--- src/rtl/seg7_ctrl_pkg.sv ---
// Shared constants for the seven-segment display controller: register map,
// CTRL layout, reset values and the packing of the decoder word.
package seg7_ctrl_pkg;

  localparam logic [1:0] REG_DATA   = 2'd0;
  localparam logic [1:0] REG_CTRL   = 2'd1;
  localparam logic [1:0] REG_SCROLL = 2'd2;
  localparam logic [1:0] REG_STATUS = 2'd3;

  localparam int CTRL_BLANK_LSB     = 0;
  localparam int CTRL_BLINK_LSB     = 4;
  localparam int CTRL_SCROLL_EN_BIT = 8;
  localparam int CTRL_WIDTH         = 9;

  localparam logic [CTRL_WIDTH-1:0] CTRL_RESET = 9'h00F;
  localparam logic [31:0]           DIG_RESET  = 32'h000F_0000;

  localparam int DIG_NIB_LSB   = 0;
  localparam int DIG_BLANK_LSB = 16;

  // Field order mirrors the CTRL bit positions above.
  typedef struct packed {
    logic       scrollEn;
    logic [3:0] blink;
    logic [3:0] blank;
  } ctrl_t;

  function automatic logic [31:0] packDig(input logic [15:0] nibbles,
                                          input logic [3:0]  blank);
    logic [31:0] word;
    word = '0;
    word[DIG_NIB_LSB +: 16]  = nibbles;
    word[DIG_BLANK_LSB +: 4] = blank;
    return word;
  endfunction

endpackage

--- src/rtl/seg7_tick_div.sv ---
// Free-running modulo-DIV counter with synchronous clear and enable; pulses
// wrap_o for the single cycle in which it rolls over from DIV-1 to 0.
module seg7_tick_div #(
  parameter int DIV = 4
) (
  input  logic clk_i,
  input  logic rst_i,
  input  logic clr_i,
  input  logic en_i,
  output logic wrap_o
);

  localparam int W = (DIV > 1) ? $clog2(DIV) : 1;

  logic [W-1:0] cnt_q, cnt_d;
  logic         atTop;

  assign atTop  = (cnt_q == W'(DIV - 1));
  // A clear in the same cycle as a rollover suppresses the pulse.
  assign wrap_o = en_i & atTop & ~clr_i;

  always_comb begin
    cnt_d = cnt_q;
    if (clr_i) begin
      cnt_d = '0;
    end else if (en_i) begin
      cnt_d = atTop ? '0 : cnt_q + 1'b1;
    end
  end

  always_ff @(posedge clk_i) begin
    if (rst_i) begin
      cnt_q <= '0;
    end else begin
      cnt_q <= cnt_d;
    end
  end

endmodule

--- src/rtl/seg7_disp_ctrl.sv ---
// Wishbone slave owning the four-digit display word; a debug source with a
// hold-off timer overrides CPU data, blinking/blanking and two-page scrolling.
module seg7_disp_ctrl
  import seg7_ctrl_pkg::*;
#(
  parameter int BLINK_DIV  = 25_000_000,
  parameter int SCROLL_DIV = 50_000_000,
  parameter int DBG_HOLD   = 100_000_000
) (
  input  logic        iCLK,
  input  logic        iRST,
  input  logic        iCYC,
  input  logic        iSTB,
  input  logic        iWE,
  input  logic [3:0]  iADR,
  input  logic [31:0] iDAT,
  output logic [31:0] oDAT,
  output logic        oACK,
  input  logic        iDBG_VLD,
  input  logic [15:0] iDBG_VAL,
  output logic [31:0] oDIG
);

  localparam int HW = $clog2(DBG_HOLD + 2);

  logic [15:0]   data_q, data_d;
  ctrl_t         ctrl_q, ctrl_d;
  logic [31:0]   scroll_q, scroll_d;
  logic          ack_q;
  logic [31:0]   dat_q, dat_d;
  logic          phase_q, phase_d;
  logic          page_q, page_d;
  logic [15:0]   dbgVal_q, dbgVal_d;
  logic [HW-1:0] hold_q, hold_d;
  logic          own_q, own_d;
  logic [31:0]   dig_q, dig_d;

  logic          req, wrEn, wrCtrl, wrScroll, scrollClr;
  logic          blinkWrap, scrollWrap;
  logic [1:0]    regSel;
  logic [31:0]   rdVal;
  logic [15:0]   nibbles;
  logic [3:0]    blank;
  logic          unusedAdr;

  assign unusedAdr = ^iADR[1:0];
  assign regSel    = iADR[3:2];
  // A strobe is serviced only while no ack is outstanding, so a held strobe
  // produces one ack every other cycle.
  assign req       = iCYC & iSTB & ~ack_q;
  assign wrEn      = req & iWE;
  assign wrCtrl    = wrEn & (regSel == REG_CTRL);
  assign wrScroll  = wrEn & (regSel == REG_SCROLL);
  assign scrollClr = wrScroll | (wrCtrl & ~iDAT[CTRL_SCROLL_EN_BIT]);

  seg7_tick_div #(.DIV(BLINK_DIV)) uBlinkDiv (
    .clk_i  (iCLK),
    .rst_i  (iRST),
    .clr_i  (1'b0),
    .en_i   (1'b1),
    .wrap_o (blinkWrap)
  );

  seg7_tick_div #(.DIV(SCROLL_DIV)) uScrollDiv (
    .clk_i  (iCLK),
    .rst_i  (iRST),
    .clr_i  (scrollClr),
    .en_i   (ctrl_q.scrollEn),
    .wrap_o (scrollWrap)
  );

  always_comb begin
    data_d   = data_q;
    ctrl_d   = ctrl_q;
    scroll_d = scroll_q;
    if (wrEn) begin
      case (regSel)
        REG_DATA:   data_d   = iDAT[15:0];
        REG_CTRL:   ctrl_d   = ctrl_t'(iDAT[CTRL_WIDTH-1:0]);
        REG_SCROLL: scroll_d = iDAT;
        default:    ;
      endcase
    end
  end

  always_comb begin
    rdVal = '0;
    case (regSel)
      REG_DATA:   rdVal = {16'h0, data_q};
      REG_CTRL:   rdVal = {{(32 - CTRL_WIDTH){1'b0}}, ctrl_q};
      REG_SCROLL: rdVal = scroll_q;
      default:    rdVal = {29'h0, own_q, page_q, phase_q};
    endcase
    dat_d = (req & ~iWE) ? rdVal : 32'h0;
  end

  assign phase_d = phase_q ^ blinkWrap;
  assign page_d  = scrollClr ? 1'b0 : (page_q ^ scrollWrap);

  // Ownership is judged from the count before this cycle's decrement, so the
  // debug value survives DBG_HOLD cycles beyond the one that saw VLD fall.
  always_comb begin
    dbgVal_d = dbgVal_q;
    hold_d   = hold_q;
    own_d    = iDBG_VLD | (hold_q != '0);
    if (iDBG_VLD) begin
      dbgVal_d = iDBG_VAL;
      hold_d   = HW'(DBG_HOLD);
    end else if (hold_q != '0) begin
      hold_d = hold_q - 1'b1;
    end
  end

  always_comb begin
    nibbles = data_q;
    blank   = ctrl_q.blank | (ctrl_q.blink & {4{phase_q}});
    if (own_q) begin
      nibbles = dbgVal_q;
      blank   = 4'h0;
    end else if (ctrl_q.scrollEn) begin
      nibbles = page_q ? scroll_q[31:16] : scroll_q[15:0];
    end
    dig_d = packDig(nibbles, blank);
  end

  always_ff @(posedge iCLK) begin
    if (iRST) begin
      data_q   <= '0;
      ctrl_q   <= ctrl_t'(CTRL_RESET);
      scroll_q <= '0;
      ack_q    <= 1'b0;
      dat_q    <= '0;
      phase_q  <= 1'b0;
      page_q   <= 1'b0;
      dbgVal_q <= '0;
      hold_q   <= '0;
      own_q    <= 1'b0;
      dig_q    <= DIG_RESET;
    end else begin
      data_q   <= data_d;
      ctrl_q   <= ctrl_d;
      scroll_q <= scroll_d;
      ack_q    <= req;
      dat_q    <= dat_d;
      phase_q  <= phase_d;
      page_q   <= page_d;
      dbgVal_q <= dbgVal_d;
      hold_q   <= hold_d;
      own_q    <= own_d;
      dig_q    <= dig_d;
    end
  end

  assign oACK = ack_q;
  assign oDAT = dat_q;
  assign oDIG = dig_q;

endmodule
--- config.mk ---
export PLATFORM = sky130hd
export DESIGN_NAME = seg7_disp_ctrl
export DESIGN_NICKNAME = d
export VERILOG_FILES = /design/src/rtl/seg7_ctrl_pkg.sv /design/src/rtl/seg7_tick_div.sv /design/src/rtl/seg7_disp_ctrl.sv
export SDC_FILE = /design/constraint.sdc
export NUM_CORES = 1
export LEC_CHECK = 0
export ABC_AREA = 1
export BUFFER_PORTS_ARGS = -buffer_cell sky130_fd_sc_hd__clkbuf_2
export CAP_MARGIN = 25
export CORE_MARGIN = 2
export CORE_UTILIZATION = 50
export CTS_BUF_LIST = sky130_fd_sc_hd__clkbuf_16
export DETAILED_ROUTE_END_ITERATION = 6
export PLACE_DENSITY = 0.68
export SLEW_MARGIN = 5
export SYNTH_ARGS = -nofsm -noshare
export SYNTH_HDL_FRONTEND = slang
export SYNTH_SLANG_ARGS = --single-unit
--- constraint.sdc ---
create_clock -name iCLK -period 3.9 [get_ports iCLK]
set_input_delay 0.195 -clock iCLK [delete_from_list [all_inputs] [get_ports iCLK]]
set_output_delay 0.195 -clock iCLK [all_outputs]
set_load 0.005 [all_outputs]
==> flow_summary_export.csv <==
group,metric,value,unit
sta,setup_violations,0,
global_routing,antenna_found_initial,1,
power,vdd_drop_max,0.320,mV
global_routing,grt_pass1_wl,37.8,mm
floorplanning,die_x,138,µm
synthesis,synth_area_leaders,"dfxtp_1 46%, nor2_1 9.6%, nand2_1 8.4%",
drt,antenna_left,0,
drt,drt_iter0_markers,408,
clock_network,cts-root-buf,"clkbuf_16",
global_routing,grt_overflow,0,
worst_setup_path,crit_type,"flop to flop",
floorplanning,die_height,138,µm
worst_setup_path,worstPathRequired,4.29,ns
synthesis,syn_area,8990,µm²
clock_network,hold_buffers,41,
finish,finalNetCount,1436,
power,p_per_area,429,nW/µm²
synthesis,synth_common_cells,"230 x nor2_1, 207 x dfxtp_1, 200 x nand2_1",
synthesis,synth.distinct_cells,42,
drt,via_per_inst,5.16,
synthesis,synth_cells,1245,
power,swShare,24.4,%
drt,vias,8362,
drt,finalWirelength,23.1,mm
power,switchingPower,0.00111,W
clock_network,clkSlewWorstSetupHoldPaths,0.06,ns
floorplanning,fp-row-count,49,
placement,placedCellCount,1538,
sta,rsz0062_at_grt,"no",
sta,finalSetupTns,0,ns
worst_setup_path,crit_path_start_kind,"flop",
sta,slew_viol_final,0,
clock_network,cts-buffers-inserted,23,
global_routing,grt_pass1_vias,7660,
finish,final_layout_size_suffix_gt1_share,12.7,%
placement,hpwlAfterDp,15.8,mm
run,drv_cap,0,
clock_network,cts_setup_buffers,0,
drt,first_pass_iters,5,
hold_path,min-delay-path-class,"input port to flop",
sta,fin_crit,2.06,ns
power,p_int,0.00346,W
global_routing,grt_max_degree,77,
outcome,outcome,"complete, no violations",
placement,place_congestion,0.894,
sta,max_slew.worst_pin.slew,0.900,ns
clock_network,insertion_delay,0.50,ns
floorplanning,die_area,19100,µm²
clock_network,cts.repair.resized,0,
sta,finalHoldViolCount,0,
power,clockPowerShare,42.3,%
power,combinationalPowerShare,9.1,%
synthesis,ys_async_sr_fraction,0,%
clock_network,cts_sinks,207,
synthesis,synth_largest_area_cell,"dfxtp_1",
drt,drc,0,
sta,fin_crit_sh,52.9,%
synthesis,synth_seq_cells,207,
sta,max_clock_freq,0.485,GHz
synthesis,synth_enable_flop_cells,0,
floorplanning,ios,123,
synthesis,ys_seq_area_share,46.1,%
clock_network,clock_tree.buffer_depth,3,
synthesis,synthFlopType,"dfxtp_1",
synthesis,synth.most_common_cell,"nor2_1",
clock_network,cts_tree,"yes",
floorplanning,initial_core_util,50.5,%
sta,relSlewSlack,39.9,%
finish,syn2layout_area_growth,18.6,%
power,seqPwrFrac,48.6,%
placement,portBuffers,108,
worst_setup_path,critPathMaxFanout,40,
synthesis,yosysTopAreaCellShare,46.1,%
worst_setup_path,arrival,2.45,ns
floorplanning,core_area,17800,µm²
sta,skew,0.00445,ns
global_routing,grt.total_usage,23.4,%
drt,wire_per_inst,14.3,µm
synthesis,yosysWarningCount,0,
synthesis,synth.avg_cell_area,7.22,µm²
worst_setup_path,endpoint_kind,"flop",
clock_network,htreeDepth,1,
power,leakage,4.37,nW
finish,fin_cells,1619,
[cell usage in the layout (no fill, tap or decap), types with 4 or more instances in the layout]
master / count
nand2_1: 200
o21ai_1: 9
a221oi_1: 6
inv_2: 4
nor2_4: 6
nor2_1: 230
conb_1: 12
a21o_1: 6
buf_4: 7
dfxtp_1: 207
dlygate4sd3_1: 41
o21ai_0: 102
nor2_2: 9
clkbuf_16: 23
clkbuf_2: 108
a21oi_1: 110
nor3_1: 43
or2_2: 5
nand4_1: 16
nand3_1: 65
inv_1: 115
clkinv_1: 9
xor2_1: 15
xnor2_1: 9
[per-stage QoR]
stage / setup WS [ns] / hold slack, ns / utilization, % / total power, W / cell area (µm²)
finish: 1.84 / 0.00139 / 60.0 / 0.00457 / 10700
floorplan: 2.44 / 0.308 / - / 0.00253 / 9030
CTS: 1.85 / 0.00434 / 60.0 / 0.00461 / 10700
global route: 1.64 / 0.0276 / 60.0 / 0.00475 / 10700
global placement: 1.85 / 0.424 / 53.9 / 0.00264 / 9580
detailed placement: 1.85 / 0.427 / 53.9 / 0.00264 / 9580
[power groups by stage]
stage / Combinational (W) / Clock, W / Sequential (W)
after floorplan: 0.000280 / 0 / 0.00225
after global placement: 0.000375 / 0 / 0.00227
after detailed placement: 0.000379 / 0 / 0.00227
after CTS: 0.000415 / 0.00197 / 0.00222
after global routing: 0.000470 / 0.00206 / 0.00223
final: 0.000417 / 0.00193 / 0.00222
[layout make-up]
cell class | instances | area [µm²]
Timing Repair Buffer | 156 | 1000
Clock inverter | 16 | 90.1
Inverter | 118 | 450
Sequential cell | 207 | 4140
Clock buffer | 23 | 576
Multi-Input combinational cell | 869 | 4110
Tap cell | 229 | 287
Fill cell | 1698 | 7120
Antenna cell | 1 | 2.50
[worst paths after layout]
kind	start	endpoint	slack, ns	depth (start not counted)
worst max-delay path	ctrl_q[8]	uScrollDiv.cnt_q[17]	1.84	7
worst min-delay path	iDAT[30]	scroll_q[30]	0.001	3
worst max register to register	ctrl_q[8]	uScrollDiv.cnt_q[17]	1.84	7
worst min register to register	uBlinkDiv.cnt_q[0]	uBlinkDiv.cnt_q[0]	0.45	1
[worst max-delay path: stages (launching register included)]
cell,delay (ns)
dfxtp_1,0.57
inv_2,0.40
nor2_2,0.29
nand3_2,0.16
nor2_4,0.26
nand2_1,0.11
nor2_1,0.11
nor2_1,0.05
[routing by layer]
layer / part of all wire [%] / vias up / global-route usage, %
li1: - / 4279 / -
met1: 47 / 3812 / 31.6
met2: 45 / 232 / 38.8
met3: 5.4 / 39 / 3.46
met4: 2.5 / 0 / 7.79
met5: 0 / - / 0
[cells by family after synthesis]
| logic type | after synthesis | share of synthesized area (%) |
|---|---|---|
| DFF | 207 | 46.1 |
| adders and majority gates | 3 | 0.418 |
| AOI/OAI and AO/OA | 243 | 14.2 |
| and+or+nand+nor | 586 | 28.1 |
| xor gates and xnor gates | 24 | 2.34 |
| muxes | 1 | 0.111 |
| other | 1 | 0.0417 |
| buffers and inverters | 180 | 8.62 |
[sequential cells by signal, summed over array words and instances, names as in the netlist]
register,cells
ctrl_q,9
data_q,16
dbgVal_q,16
hold_q,27
oACK,1
oDAT,32
oDIG,20
own_q,1
page_q,1
phase_q,1
scroll_q,32
uBlinkDiv.cnt_q,25
uScrollDiv.cnt_q,26
(Power assumes the default switching activity.)
